`src/rtl/id_stage_piped.sv`:
```
// id_stage_piped: ARM-subset decode, condition check, multi-port register file and ID/EX register.
// Optional macro ID_BYPASS_EN: same-cycle writeback data is forwarded into operand reads.
module id_stage_piped #(
    parameter int DATA_WIDTH = 32,
    parameter int REG_COUNT  = 16,
    parameter int WB_PORTS   = 1
) (
    input  logic                           clk,
    input  logic                           rst,
    input  logic                           in_valid,
    input  logic [DATA_WIDTH-1:0]          pc_in,
    input  logic [31:0]                    instruction,
    input  logic                           hazard,
    input  logic                           freeze,
    input  logic                           flush,
    input  logic                           z,
    input  logic                           c,
    input  logic                           v,
    input  logic                           n,
    input  logic [WB_PORTS-1:0]            wb_en,
    input  logic [4*WB_PORTS-1:0]          wb_dest,
    input  logic [DATA_WIDTH*WB_PORTS-1:0] wb_value,
    output logic [3:0]                     src1,
    output logic [3:0]                     src2,
    output logic                           two_src,
    output logic                           out_valid,
    output logic [DATA_WIDTH-1:0]          pc_out,
    output logic                           s_out,
    output logic                           b_out,
    output logic                           mem_w_out,
    output logic                           mem_r_out,
    output logic                           wb_en_out,
    output logic [3:0]                     exe_cmd_out,
    output logic [DATA_WIDTH-1:0]          val_rn,
    output logic [DATA_WIDTH-1:0]          val_rm,
    output logic                           imm_out,
    output logic [11:0]                    shift_operand,
    output logic [23:0]                    signed_imm24,
    output logic [3:0]                     dest
);

    typedef struct packed {
        logic       s;
        logic       b;
        logic       mem_w;
        logic       mem_r;
        logic       wb_en;
        logic [3:0] exe_cmd;
    } ctrl_t;

    typedef struct packed {
        logic                  valid;
        logic [DATA_WIDTH-1:0] pc;
        ctrl_t                 ctrl;
        logic [DATA_WIDTH-1:0] val_rn;
        logic [DATA_WIDTH-1:0] val_rm;
        logic                  imm;
        logic [11:0]           shift;
        logic [23:0]           imm24;
        logic [3:0]            dest;
    } idex_t;

    logic [3:0] cond;
    logic [1:0] mode;
    logic       i_bit;
    logic [3:0] opcode;
    logic       s_bit;
    logic       store;
    logic       cond_pass;
    ctrl_t      ctrl;

    assign cond   = instruction[31:28];
    assign mode   = instruction[27:26];
    assign i_bit  = instruction[25];
    assign opcode = instruction[24:21];
    assign s_bit  = instruction[20];

    always_comb begin
        ctrl = '0;
        case (mode)
            2'b00: begin
                ctrl.s     = s_bit;
                ctrl.wb_en = 1'b1;
                case (opcode)
                    4'b1101: ctrl.exe_cmd = 4'b0001;
                    4'b1111: ctrl.exe_cmd = 4'b1001;
                    4'b0100: ctrl.exe_cmd = 4'b0010;
                    4'b0101: ctrl.exe_cmd = 4'b0011;
                    4'b0010: ctrl.exe_cmd = 4'b0100;
                    4'b0110: ctrl.exe_cmd = 4'b0101;
                    4'b0000: ctrl.exe_cmd = 4'b0110;
                    4'b1100: ctrl.exe_cmd = 4'b0111;
                    4'b0001: ctrl.exe_cmd = 4'b1000;
                    4'b1010: begin
                        ctrl.exe_cmd = 4'b0100;
                        ctrl.wb_en   = 1'b0;
                    end
                    4'b1000: begin
                        ctrl.exe_cmd = 4'b0110;
                        ctrl.wb_en   = 1'b0;
                    end
                    default: ctrl = '0;
                endcase
            end
            2'b01: begin
                if (opcode == 4'b0100) begin
                    ctrl.exe_cmd = 4'b0010;
                    ctrl.mem_r   = s_bit;
                    ctrl.wb_en   = s_bit;
                    ctrl.mem_w   = ~s_bit;
                end
            end
            2'b10: ctrl.b = 1'b1;
            default: ctrl = '0;
        endcase
    end

    // A store reads its data register (Rd) through the second operand port.
    assign store   = ctrl.mem_w;
    assign src1    = instruction[19:16];
    assign src2    = store ? instruction[15:12] : instruction[3:0];
    assign two_src = ~i_bit | store;

    always_comb begin
        case (cond)
            4'b0000: cond_pass = z;
            4'b0001: cond_pass = ~z;
            4'b0010: cond_pass = c;
            4'b0011: cond_pass = ~c;
            4'b0100: cond_pass = n;
            4'b0101: cond_pass = ~n;
            4'b0110: cond_pass = v;
            4'b0111: cond_pass = ~v;
            4'b1000: cond_pass = c & ~z;
            4'b1001: cond_pass = ~c | z;
            4'b1010: cond_pass = (n == v);
            4'b1011: cond_pass = (n != v);
            4'b1100: cond_pass = ~z & (n == v);
            4'b1101: cond_pass = z | (n != v);
            4'b1110: cond_pass = 1'b1;
            default: cond_pass = 1'b0;
        endcase
    end

    logic [DATA_WIDTH-1:0] rf_q [REG_COUNT];
    logic [DATA_WIDTH-1:0] rf_d [REG_COUNT];
    logic [DATA_WIDTH-1:0] rn_val;
    logic [DATA_WIDTH-1:0] rm_val;

    // Later ports overwrite earlier ones, so the highest port wins a collision.
    always_comb begin
        rf_d = rf_q;
        for (int p = 0; p < WB_PORTS; p++) begin
            for (int r = 0; r < REG_COUNT; r++) begin
                if (wb_en[p] && (wb_dest[4*p +: 4] == 4'(r))) begin
                    rf_d[r] = wb_value[DATA_WIDTH*p +: DATA_WIDTH];
                end
            end
        end
    end

    always_ff @(posedge clk) begin
        if (rst) begin
            rf_q <= '{default: '0};
        end else begin
            rf_q <= rf_d;
        end
    end

    always_comb begin
        rn_val = '0;
        rm_val = '0;
        for (int r = 0; r < REG_COUNT; r++) begin
`ifdef ID_BYPASS_EN
            if (src1 == 4'(r)) rn_val = rf_d[r];
            if (src2 == 4'(r)) rm_val = rf_d[r];
`else
            if (src1 == 4'(r)) rn_val = rf_q[r];
            if (src2 == 4'(r)) rm_val = rf_q[r];
`endif
        end
    end

    // ID/EX handshake: out_valid marks a live instruction; freeze holds the register,
    // flush and bubbles clear valid and control but never block register-file writes.
    idex_t idex_q;
    idex_t idex_d;
    idex_t captured;

    always_comb begin
        captured.valid  = 1'b1;
        captured.pc     = pc_in;
        captured.ctrl   = ctrl;
        captured.val_rn = rn_val;
        captured.val_rm = rm_val;
        captured.imm    = i_bit;
        captured.shift  = instruction[11:0];
        captured.imm24  = instruction[23:0];
        captured.dest   = instruction[15:12];

        idex_d = idex_q;
        if (flush) begin
            idex_d       = captured;
            idex_d.valid = 1'b0;
            idex_d.ctrl  = '0;
        end else if (freeze) begin
            idex_d = idex_q;
        end else if (hazard || !cond_pass || !in_valid) begin
            idex_d       = captured;
            idex_d.valid = 1'b0;
            idex_d.ctrl  = '0;
        end else begin
            idex_d = captured;
        end
    end

    always_ff @(posedge clk) begin
        if (rst) begin
            idex_q <= '0;
        end else begin
            idex_q <= idex_d;
        end
    end

    assign out_valid     = idex_q.valid;
    assign pc_out        = idex_q.pc;
    assign s_out         = idex_q.ctrl.s;
    assign b_out         = idex_q.ctrl.b;
    assign mem_w_out     = idex_q.ctrl.mem_w;
    assign mem_r_out     = idex_q.ctrl.mem_r;
    assign wb_en_out     = idex_q.ctrl.wb_en;
    assign exe_cmd_out   = idex_q.ctrl.exe_cmd;
    assign val_rn        = idex_q.val_rn;
    assign val_rm        = idex_q.val_rm;
    assign imm_out       = idex_q.imm;
    assign shift_operand = idex_q.shift;
    assign signed_imm24  = idex_q.imm24;
    assign dest          = idex_q.dest;

endmodule

```
`config.mk`:
```
export PLATFORM = sky130hd
export DESIGN_NAME = id_stage_piped
export DESIGN_NICKNAME = d
export VERILOG_FILES = /design/src/rtl/id_stage_piped.sv
export SDC_FILE = /design/constraint.sdc
export NUM_CORES = 2
export LEC_CHECK = 0
export ABC_AREA = 1
export CORE_UTILIZATION = 63
export CTS_BUF_LIST = sky130_fd_sc_hd__clkbuf_16
export DETAILED_ROUTE_END_ITERATION = 10
export PLACE_DENSITY_LB_ADDON = 0.1
export SLEW_MARGIN = 10
export SYNTH_ARGS = -nofsm -noshare
export SYNTH_HDL_FRONTEND = slang
export SYNTH_SLANG_ARGS = --single-unit
```
`constraint.sdc`:
```
create_clock -name clk -period 5.1 [get_ports clk]
set_clock_uncertainty 0.1 [all_clocks]
set_input_delay 0.51 -clock clk [delete_from_list [all_inputs] [get_ports clk]]
set_output_delay 0.51 -clock clk [all_outputs]
set_load 0.02 [all_outputs]
```
==> summary.md <==
| Metric | Value |
|---|---|
| Status | `completed` |
| Layout cell share with drive strength beyond 1 | `4.94%` |
| Net Sw Power | `3.06 mW` |
| Area of the core region | `roughly 0.048 mm^2` |
| Hold bufs inserted after CTS | `0` |
| Number of buffer and inverter stages on the critical path | `4` |
| Routed WL | `between 100 and 150 mm` |
| Category of the critical setup timing path | `in2reg` |
| Worst skew pair latency | `between 600 and 700 ps` |
| Worst IR drop on VDD | `roughly 0.00034 V` |
| Delay-heaviest family, CP | `simple AND/OR/NAND/NOR gates` |
| Gr ovfl total | `0` |
| Clock-pin transition on the worst setup and hold timing paths | `approximately 60 ps` |
| Number of I/O port buffers | `roughly 270` |
| Area of the mapped netlist | `~0.030 mm^2` |
| Crit-path max FO | `15` |
| GRT Overall Usage | `42.9%` |
| Clock buffer count from CTS | `68` |
| Critical-path top delay cell | `sky130_fd_sc_hd__clkdlybuf4s50_1` |
| Netlist cell types | `40` |
| Pin count of the biggest net entering global routing | `~170` |
| Power Internal | `~8 mW` |
| Count of endpoints failing hold in the final timing report | `0` |
| Clock root buffer master | `sky130_fd_sc_hd__clkbuf_16` |
| Area growth from synthesis to final layout | `15.7%` |
| Count of synthesis-stage warnings from yosys | `0` |
| Crit path largest cell delay | `approximately 500 ps` |
| Antenna violations before repair | `7` |
| Synthesized net count | `between 4000 and 5000` |
| Fraction of registers with async set or reset after synthesis | `0%` |
| Slew @ Worst Pin | `~1200 ps` |
| Share of power burned in the clock network | `between 40% and 50%` |
| Most common flop cell mapped by yosys | `sky130_fd_sc_hd__dfxtp_1` |
| WL/cell | `20.2 um` |
| Worst EP arrival | `4260 ps` |
| Share of total power in combinational logic | `a little under an eighth` |
| Required time at the worst-slack endpoint | `roughly 5600 ps` |
| R2r setup slk | `about 2600 ps` |
| # Post-CTS Setup Buffers | `0` |
| Post-placement cell count | `~5200` |
| Register bit total from synthesis | `roughly 640` |
| Mapped Cells | `roughly 4600` |
| Full die area | `a little under 0.05 mm^2` |
| Final Slew Violations | `0` |
| Net switching fraction of the power | `between 20% and 30%` |
| Number of global-route vias before repair | `29500` |
| Clk sink count | `about 640` |
| Headroom to the max-slew limit | `roughly 23%` |
| Number of instances resized during post-cts repair | `0` |
| Area of the multi-input gates | `about 0.014 mm^2` |
| Synthesized area per cell | `around 6.6 um^2` |
| Clock tree buffer depth | `3` |
| I/O pin count | `about 270` |
| Die Span X | `~220 um` |
| Total half-perimeter wirelength after legalization and detailed placement | `slightly above 70 mm` |
| Leakage | `between 10 and 15 nW` |
| Sum of negative setup slack | `0 ps` |
| Sequential-to-total area share from yosys stat | `between 40% and 50%` |
| Number of synthesized flops with an enable pin | `0` |
| Iteration-0 DRC count of the detailed router | `~4700` |
| Share of the clock period used by the worst path | `approximately 75%` |
| Portion of total power attributed to sequential cells | `between 40% and 50%` |
| Critical path launch point type | `primary input` |
| Antenna Violating Nets Remaining | `0` |
| Total Power Consumption | `between 10 and 15 mW` |
| DR vias/cell | `around 6` |
| Count of non-filler cells in the finished layout | `5338` |
| Seq. cell area | `approximately 0.013 mm^2` |
| TritonCTS clock tree | `yes` |
| Highest-count cells in the layout ignoring fill and taps | `753 x sky130_fd_sc_hd__o21ai_0, 744 x sky130_fd_sc_hd__nor2_1, 712 x sky130_fd_sc_hd__nand2_1` |
| H-tree depth | `3` |
| Number of nets in the finished design | `about 4800` |
| DRC viols | `0` |
| Setup repair after global routing missed its margin | `no` |
| Endpoint class of the critical path | `flop` |
| Minimum clock period | `between 3000 and 4000 ps` |
| Number of detailed-routing iterations run before antenna repair | `7` |
| Peak clock frequency supported by timing | `0.263 GHz` |
| CP dominant cell by count | `sky130_fd_sc_hd__nand2_1` |
| GPL Wtd Cong | `a little under 1` |
| Height of the chip | `~220 um` |
| Number of maximum-capacitance constraint violations | `0` |
| Power per Cell Area | `around 320 mW/mm^2` |
| Fill count | `slightly above 4000` |
| Final setup violation count | `0` |
| Effective utilization at floorplan | `roughly 64%` |
| Most frequent standard cell in the layout excluding fill and tap cells | `sky130_fd_sc_hd__o21ai_0` |
| Total via count after detailed routing | `~32000` |
| Min-Delay Path Class | `reg2reg` |
| Cell row count | `80` |
| Wire length of the first global-routing pass | `167 mm` |
| Cells along the critical path | `clkdlybuf4s50_1 > inv_1 > nand2_1 > nor2_2 > nand3_2 > nand2_1 > nand2_1 > nor2_2 > buf_4 > nand2_1 > inv_2 > nand2_1 > nand3_1 > nand2_1 > nand2_1 > nand2_1 > nand4_1 > nand2_1 > nand3_1 > nand2_1 > nand4_1 > nor2_1 > nor2_1` |
-- flip-flops by register name (all words and copies together) (netlist names) --
| name | cells |
|---|---|
| rf_q | 512 |
| mem_w_out | 1 |
| shift_operand | 11 |
| b_out | 1 |
| exe_cmd_out | 4 |
| signed_imm24 | 13 |
| pc_out | 32 |
| val_rm | 32 |
| s_out | 1 |
| imm_out | 1 |
| mem_r_out | 1 |
| out_valid | 1 |
| wb_en_out | 1 |
| val_rn | 32 |
-- power groups by stage --
stage	Combinational, mW	Clock [mW]	Sequential [mW]
after floorplan	0.623	0	5.44
after global placement	1.22	0	5.39
after detailed placement	1.24	0	5.39
after CTS	1.25	4.68	5.28
after global routing	1.36	4.87	5.30
final	1.28	4.70	5.29
-- cells in the mapped netlist, types with 3 or more instances --
master / n / area share, %
sky130_fd_sc_hd__buf_2: 26 / 0.43
sky130_fd_sc_hd__nor2_8: 3 / 0.20
sky130_fd_sc_hd__nor2_4: 3 / 0.11
sky130_fd_sc_hd__buf_4: 25 / 0.62
sky130_fd_sc_hd__a21oi_1: 476 / 7.8
sky130_fd_sc_hd__buf_1: 4 / 0.049
sky130_fd_sc_hd__nand3b_1: 6 / 0.15
sky130_fd_sc_hd__inv_1: 461 / 5.7
sky130_fd_sc_hd__dfxtp_1: 643 / 42
sky130_fd_sc_hd__nand2_1: 712 / 8.8
sky130_fd_sc_hd__or2_0: 18 / 0.37
sky130_fd_sc_hd__a2111oi_0: 5 / 0.14
sky130_fd_sc_hd__inv_2: 17 / 0.21
sky130_fd_sc_hd__o21ai_0: 753 / 12
sky130_fd_sc_hd__o22ai_1: 19 / 0.39
sky130_fd_sc_hd__nor4_1: 9 / 0.19
sky130_fd_sc_hd__o21ai_1: 6 / 0.099
sky130_fd_sc_hd__nor2_1: 758 / 9.4
sky130_fd_sc_hd__nor3_1: 17 / 0.28
sky130_fd_sc_hd__nand3_1: 180 / 3.0
sky130_fd_sc_hd__nand2_4: 4 / 0.15
sky130_fd_sc_hd__o211ai_1: 10 / 0.25
sky130_fd_sc_hd__nor2_2: 6 / 0.12
sky130_fd_sc_hd__nand2_2: 7 / 0.14
sky130_fd_sc_hd__clkbuf_1: 289 / 3.6
sky130_fd_sc_hd__clkinv_1: 7 / 0.086
sky130_fd_sc_hd__nand4_1: 90 / 1.9
sky130_fd_sc_hd__a211oi_1: 3 / 0.074
sky130_fd_sc_hd__o2111ai_1: 25 / 0.72
sky130_fd_sc_hd__nand3_2: 3 / 0.099
-- worst paths after layout --
check	cells past startpoint	start	to
setup / recovery	23	instruction[22]	val_rm[9]
hold / removal	2	exe_cmd_out[3]	exe_cmd_out[3]
setup reg to reg	10	rf_q[456]	val_rn[8]
hold reg to reg	2	exe_cmd_out[3]	exe_cmd_out[3]
-- area by class of cell --
type | count | share of cell area (%)
multi-input cells | 3124 | 40.8
diodes | 4 | 0.0284
inverters | 486 | 5.22
well taps | 615 | 2.19
flip-flops and latches | 643 | 36.6
clock buffers | 70 | 4.98
clock inverters | 49 | 0.807
repair buffers | 347 | 9.43
-- stage by stage --
| stage | setup slack (ps) | util (%) | area (um^2) | hold WS, ps |
|---|---|---|---|---|
| after floorplan | 2590 | - | 30400 | 334 |
| after global placement | 941 | 69.6 | 33200 | 343 |
| after detailed placement | 841 | 69.6 | 33200 | 347 |
| after CTS | 1450 | 73.9 | 35200 | 355 |
| after global routing | 1120 | 73.9 | 35200 | 376 |
| final | 1300 | 73.9 | 35200 | 355 |
-- tightest hold or removal path, delay by kind of cell (launching register included) --
kind | cells | cell delay, ps
AND/OR/NAND/NOR | 1 | 50
AO/OA/AOI/OAI | 1 | 50
flip-flops | 1 | 310
-- metal layers --
metal  share of wire [%]  GRT usage [%]  routed length, um  vias up
met1                  38           53.7              40900    14800
met2                  45           68.7              49100     1979
met4                 6.0           24.6               6520        6
met5               0.044              0                 47        -
met3                  11           8.92              11500      455
li1                    -              -                  -    15100
-- kinds of logic (layout without fill, tap and decap cells) --
| family | count (synthesis) | in the layout | share of synthesized area [%] |
|---|---|---|---|
| AO/OA/AOI/OAI | 1303 | 1303 | 22.1 |
| XOR/XNOR | 1 | 1 | 0.0288 |
| buffers and inverters | 831 | 952 | 10.7 |
| flip-flops | 643 | 643 | 42.3 |
| other | 0 | 4 | 0 |
| AND/OR/NAND/NOR | 1820 | 1820 | 24.9 |
No activity file was read; power rests on OpenSTA's default activity.
